<file path="src/rtl/interrupt_controller.sv">
// Interrupt priority / acknowledge block for the MAXI030 glue logic.
// Synchronises and masks seven request levels and answers 68030 IACK cycles with IACK, AVEC or BERR.
module interrupt_controller #(
    parameter logic [6:0] VECTORED = 7'b0000100,
    parameter logic [7:0] TIMEOUT  = 8'd64
) (
    input  logic       clock,
    input  logic       n_reset,
    input  logic [6:0] irq_in,
    input  logic       as,
    input  logic [2:0] fc,
    input  logic [3:0] addr_middle,
    input  logic [2:0] addr_level,
    input  logic       write,
    input  logic       cs,
    input  logic [6:0] data_in,
    output logic [2:0] ipl,
    output logic [6:0] iack,
    output logic       avec,
    output logic       berr,
    output logic [6:0] mask,
    output logic [6:0] pending
);

    typedef enum logic [2:0] {
        S_IDLE,
        S_VEC,
        S_AUTO,
        S_SPUR,
        S_DONE
    } state_t;

    state_t     r_state;
    state_t     w_next_state;

    logic [6:0] r_sync1;
    logic [6:0] r_sync2;
    logic [6:0] r_mask;
    logic [6:0] w_pending;

    logic [2:0] r_ipl;
    logic [2:0] w_next_ipl;

    logic [7:0] r_count;
    logic [7:0] w_next_count;

    logic [6:0] r_lvl_onehot;
    logic [6:0] w_level_sel;
    logic       w_lvl_pending;
    logic       w_lvl_vectored;
    logic       w_iack_cyc;

    logic [6:0] r_iack;
    logic       r_avec;
    logic       r_berr;

    // Two-flop synchroniser on the asynchronous request lines.
    always_ff @(posedge clock or negedge n_reset) begin
        if (!n_reset) begin
            r_sync1 <= '0;
            r_sync2 <= '0;
        end else begin
            // NOTE: non-blocking assignments let the second flop take the first flop's old value, forming a real two-stage chain.
            r_sync1 <= irq_in;
            r_sync2 <= r_sync1;
        end
    end

    always_ff @(posedge clock or negedge n_reset) begin
        if (!n_reset) begin
            r_mask <= '0;
        end else if (cs && write) begin
            r_mask <= data_in;
        end
    end

    assign w_pending = r_sync2 & r_mask;

    // Ascending scan: the last set bit seen, i.e. the highest level, wins.
    always_comb begin
        // NOTE: default first so every path assigns the result and no latch is inferred.
        w_next_ipl = 3'd0;
        for (int i = 0; i < 7; i++) begin
            if (w_pending[i]) begin
                w_next_ipl = 3'(i + 1);
            end
        end
    end

    assign w_iack_cyc = as && (fc == 3'b111) && (addr_middle == 4'hF);

    // Level 0 selects nothing, so it reads as "not pending" and becomes spurious.
    always_comb begin
        w_level_sel = '0;
        if (addr_level != 3'd0) begin
            w_level_sel = 7'd1 << (addr_level - 3'd1);
        end
    end

    assign w_lvl_pending  = |(w_level_sel & w_pending);
    assign w_lvl_vectored = |(w_level_sel & VECTORED);

    always_ff @(posedge clock or negedge n_reset) begin
        if (!n_reset) begin
            r_state <= S_IDLE;
            r_count <= '0;
        end else begin
            r_state <= w_next_state;
            r_count <= w_next_count;
        end
    end

    always_comb begin
        w_next_state = r_state;
        w_next_count = r_count;
        case (r_state)
            S_IDLE: begin
                w_next_count = '0;
                if (w_iack_cyc) begin
                    if (!w_lvl_pending) begin
                        w_next_state = S_SPUR;
                    end else if (w_lvl_vectored) begin
                        w_next_state = S_VEC;
                    end else begin
                        w_next_state = S_AUTO;
                    end
                end
            end
            S_VEC: begin
                w_next_count = r_count + 8'd1;
                if (!as) begin
                    w_next_state = S_DONE;
                end else if (r_count == TIMEOUT - 8'd1) begin
                    w_next_state = S_SPUR;
                end
            end
            S_AUTO, S_SPUR: begin
                if (!as) begin
                    w_next_state = S_DONE;
                end
            end
            S_DONE: begin
                w_next_count = '0;
                w_next_state = S_IDLE;
            end
            default: begin
                w_next_count = '0;
                w_next_state = S_IDLE;
            end
        endcase
    end

    // The acknowledged level is latched once so a changing addr_level cannot move the strobe.
    always_ff @(posedge clock or negedge n_reset) begin
        if (!n_reset) begin
            r_lvl_onehot <= '0;
        end else if (r_state == S_IDLE && w_iack_cyc) begin
            r_lvl_onehot <= w_level_sel;
        end
    end

    // ipl is frozen outside IDLE so the presented level cannot change mid-acknowledge.
    always_ff @(posedge clock or negedge n_reset) begin
        if (!n_reset) begin
            r_ipl <= '0;
        end else if (r_state == S_IDLE) begin
            r_ipl <= w_next_ipl;
        end
    end

    // Strobes follow the state one clock later and clear asynchronously on reset.
    always_ff @(posedge clock or negedge n_reset) begin
        if (!n_reset) begin
            r_iack <= '0;
            r_avec <= 1'b0;
            r_berr <= 1'b0;
        end else begin
            r_iack <= (r_state == S_VEC) ? r_lvl_onehot : 7'd0;
            r_avec <= (r_state == S_AUTO);
            r_berr <= (r_state == S_SPUR);
        end
    end

    assign ipl     = r_ipl;
    assign iack    = r_iack;
    assign avec    = r_avec;
    assign berr    = r_berr;
    assign mask    = r_mask;
    assign pending = w_pending;

endmodule

</file>
<file path="config.mk">
export PLATFORM = sky130hd
export DESIGN_NAME = interrupt_controller
export DESIGN_NICKNAME = d
export VERILOG_FILES = /design/src/rtl/interrupt_controller.sv
export SDC_FILE = /design/constraint.sdc
export NUM_CORES = 1
export LEC_CHECK = 0
export ABC_AREA = 0
export BUFFER_PORTS_ARGS = -buffer_cell sky130_fd_sc_hd__buf_2
export CAP_MARGIN = 5
export CELL_PAD_IN_SITES_DETAIL_PLACEMENT = 1
export CELL_PAD_IN_SITES_GLOBAL_PLACEMENT = 2
export CORE_AREA = 2 2 96 75
export CTS_CLUSTER_DIAMETER = 40
export DETAILED_ROUTE_END_ITERATION = 6
export DIE_AREA = 0 0 98 77
export GPL_TIMING_DRIVEN = 0
export MAX_ROUTING_LAYER = met4
export PLACE_DENSITY = 0.82
export SYNTH_ARGS = -nofsm -noshare
export SYNTH_HDL_FRONTEND = slang
export SYNTH_SLANG_ARGS = --single-unit
</file>
<file path="constraint.sdc">
create_clock -name clock -period 1.67 [get_ports clock]
set_input_delay 0 -clock clock [delete_from_list [all_inputs] [get_ports clock]]
set_output_delay 0 -clock clock [all_outputs]
set_load 0.05 [all_outputs]
</file>
==> results_dict.tcl <==
set metrics [dict create \
    cts_post_setup_buffers_inserted 0 \
    postLayoutCoreUtil 0.415 \
    area_growth_syn_to_layout_pct 30.1 \
    critical_path_peak_fanout 4 \
    setup_viol_count_final 0 \
    dpl.hpwl_mm 3.54 \
    yosysTopAreaCell "sky130_fd_sc_hd__dfrtp_1" \
    critPathLaunchType "flip-flop" \
    dpl_cell_area_um2 2480 \
    post-layout-total-power_mw 2.56 \
    ys_async_rst_share 1.00 \
    post_route_cells_drive_above_1_share 0.355 \
    sum_of_overflow_across_all_layers_after_global_routing 0 \
    drcViolationCount 0 \
    layout.filler_cells 748 \
    grt_pass1_wl_mm 8.74 \
    groute.usage.overall 0.148 \
    maxClockFrequency_mhz 670 \
    post-synth-top-area-fraction 0.606 \
    clock-sinks 51 \
    critical_path_data_arrival_time_ns 1.72 \
    portBuffers 54 \
    ys_warn_count 0 \
    total_wirelength_mm 4.93 \
    ys_top_cells_by_count "sky130_fd_sc_hd__dfrtp_1, sky130_fd_sc_hd__nand2_1, sky130_fd_sc_hd__o21ai_0" \
    drt-pass1-iter-count 4 \
    synth.most_common_cell "sky130_fd_sc_hd__dfrtp_1" \
    required_ns 1.90 \
    post_drt_wl_per_cell_um 14.2 \
    ys_types 40 \
    maxSlewHeadroom 0.254 \
    tritoncts "yes" \
    worst_ir_drop_vdd_mv 0.446 \
    floorplan.initialDensity 0.319 \
    die_y_um 77 \
    final.hold.worst_slack_ns 0.0606 \
    totalNegativeSetupSlack_ns 0 \
    die_area_um2 7550 \
    ffs_latches_synth 51 \
    antenna_cells_inserted 0 \
    clock_latency_at_the_later_pin_of_the_worst_skew_pair_ns 0.29 \
    cellPowerDensity_nw_per_um2 932 \
    grt_antenna_before_repair 0 \
    synthesis.area_um2 2110 \
    drt-vias-per-instance 4.75 \
    layout_min_cycle_time_ns 1.49 \
    clk_root_buffer_cell "sky130_fd_sc_hd__clkbuf_8" \
    drt_iter0_drc 90 \
    ys_seq_area_frac 0.606 \
    edff_count_synth 0 \
    hold_violations 0 \
    worst_slew_pin_slew_ns 1.12 \
    timing.setup.critical_path_class "flip-flop to flip-flop" \
    top_cells_by_area_synth "sky130_fd_sc_hd__dfrtp_1, sky130_fd_sc_hd__nand2_1, sky130_fd_sc_hd__mux2_2" \
    dr_vias 1645 \
    drv.max_cap_violation_count 0 \
    design.core.area_um2 6600 \
    finalClockSkew_ns 0.00501 \
    synthesis.nets 214 \
    cts_repair_resize_count 0 \
    leakage_nw 1.38 \
    grt_start_max_net_pins 52 \
    report.final.slew_viol_count 0 \
    gp_routability_congestion 0.725 \
    clock_pin_slew_of_the_registers_on_the_worst_case_setup_and_hold_paths_ns 0.09 \
    synthesis.area_per_instance_um2 11.5 \
    rsz0062_at_grt "no" \
    critical_path.endpoint_type "flip-flop" \
    final_cell_area_um2 2740 \
    final_nets 292 \
    run_status "complete, no violations" \
    cts_max_level 2 \
    die_wd_um 98 \
    synth_flop_cell "sky130_fd_sc_hd__dfrtp_1" \
    hold_path.class "primary input to flip-flop" \
    detail-route-antenna-nets 0 \
    numCtsBuffers 5 \
    synth_cells 184 \
    via_count_of_the_first_global_routing_pass 1825 \
    cts.path.max_buffers 2 \
    final.period_utilization 0.893 \
    top_level_ports 55 \
    num_rows 26 \
]
## report_power, final
part	leakage, nW	switching, mW	internal (mW)
clock network	0.0470	0.376	0.326
registers	0.656	0.0439	1.30
logic	0.681	0.356	0.155
total	1.38	0.776	1.78
## what timing repair did
action	in CTS	in global routing
setup endpoints to repair	0	0
endpoints found under the hold margin	67	0
hold buffers	17	0
## metrics by stage
| stage | worst slack (ns) | cells |
|---|---|---|
| 2_1_floorplan | 0.0369 | 184 |
| 3_3_place_gp | 0.195 | 322 |
| 3_5_place_dp | 0.208 | 322 |
| 4_1_cts | 0.188 | 346 |
| 5_1_grt | 0.0448 | 346 |
| 6_report | 0.179 | 346 |
## state kept, by name (all words and copies together), names as in the netlist, 3 cells and up
name / cells
ipl: 3
r_lvl_onehot: 7
r_sync1: 7
iack: 7
r_sync2: 7
mask: 7
r_count: 8
r_state: 3
## layer usage
layer	vias up	global-route usage	wire, µm
met2	36	0.241	2400
met4	0	0.0417	42
met3	2	0.0328	209
met1	811	0.188	2280
met5	-	-	0
li1	796	-	-
## logic make-up after synthesis
| group | Yosys count | synth area share |
|---|---|---|
| adders and majority gates | 1 | 0.00594 |
| DFF | 51 | 0.606 |
| muxes | 7 | 0.0374 |
| and+or+nand+nor | 76 | 0.201 |
| AOI/OAI and AO/OA | 36 | 0.115 |
| buffers and inverters | 13 | 0.0350 |
## critical path, stage by stage (launching register included)
cell and delay (ns):
sky130_fd_sc_hd__dfrtp_1 0.40, sky130_fd_sc_hd__ha_1 0.19, sky130_fd_sc_hd__and3_1 0.21, sky130_fd_sc_hd__nand3_1 0.16, sky130_fd_sc_hd__nor4b_1 0.26, sky130_fd_sc_hd__o21ai_0 0.14
sky130_fd_sc_hd__o21ai_2 0.07
## final timing paths
kind                                   end  slack, ns          start  cells after the start
max in group asynchronous  r_lvl_onehot[5]       0.53        n_reset                      2
min in group asynchronous       r_sync2[1]       0.47        n_reset                      2
max reg2reg                     r_state[1]       0.18     r_count[0]                      6
min                        r_lvl_onehot[1]       0.06  addr_level[0]                      3
max                             r_state[1]       0.18     r_count[0]                      6
min reg2reg                     r_sync2[4]       0.36     r_sync1[4]                      0
## cells in the final DEF (no fill, tap or decap), types with 2 or more instances in the layout
| cell | n |
|---|---|
| sky130_fd_sc_hd__buf_2 | 56 |
| sky130_fd_sc_hd__dfrtp_1 | 51 |
| sky130_fd_sc_hd__nand2_1 | 29 |
| sky130_fd_sc_hd__dlygate4sd3_1 | 17 |
| sky130_fd_sc_hd__o21ai_0 | 13 |
| sky130_fd_sc_hd__nor2_1 | 8 |
| sky130_fd_sc_hd__and3_2 | 7 |
| sky130_fd_sc_hd__inv_1 | 7 |
| sky130_fd_sc_hd__mux2_2 | 7 |
| sky130_fd_sc_hd__a21oi_1 | 6 |
| sky130_fd_sc_hd__clkbuf_8 | 6 |
| sky130_fd_sc_hd__nand4_1 | 5 |
| sky130_fd_sc_hd__o31ai_1 | 5 |
| sky130_fd_sc_hd__nand3_1 | 4 |
| sky130_fd_sc_hd__buf_6 | 3 |
| sky130_fd_sc_hd__nor3_1 | 3 |
| sky130_fd_sc_hd__and3_1 | 3 |
| sky130_fd_sc_hd__o21ai_2 | 3 |
| sky130_fd_sc_hd__and2_1 | 2 |
| sky130_fd_sc_hd__nand4b_1 | 2 |
| sky130_fd_sc_hd__o41ai_2 | 2 |
## cell type report
cell class                 instances  area (µm²)  area share
multi-input combinational        120         758       0.277
buffer                             6        47.5      0.0173
tap                               84         105      0.0383
inverter                           7        26.3     0.00958
sequential                        51        1280       0.466
timing repair buffer              71         440       0.161
clock buffer                       6        82.6      0.0301
clock inverter                     1        5.00     0.00183
Note: power is estimated with default switching activity, not from simulation.
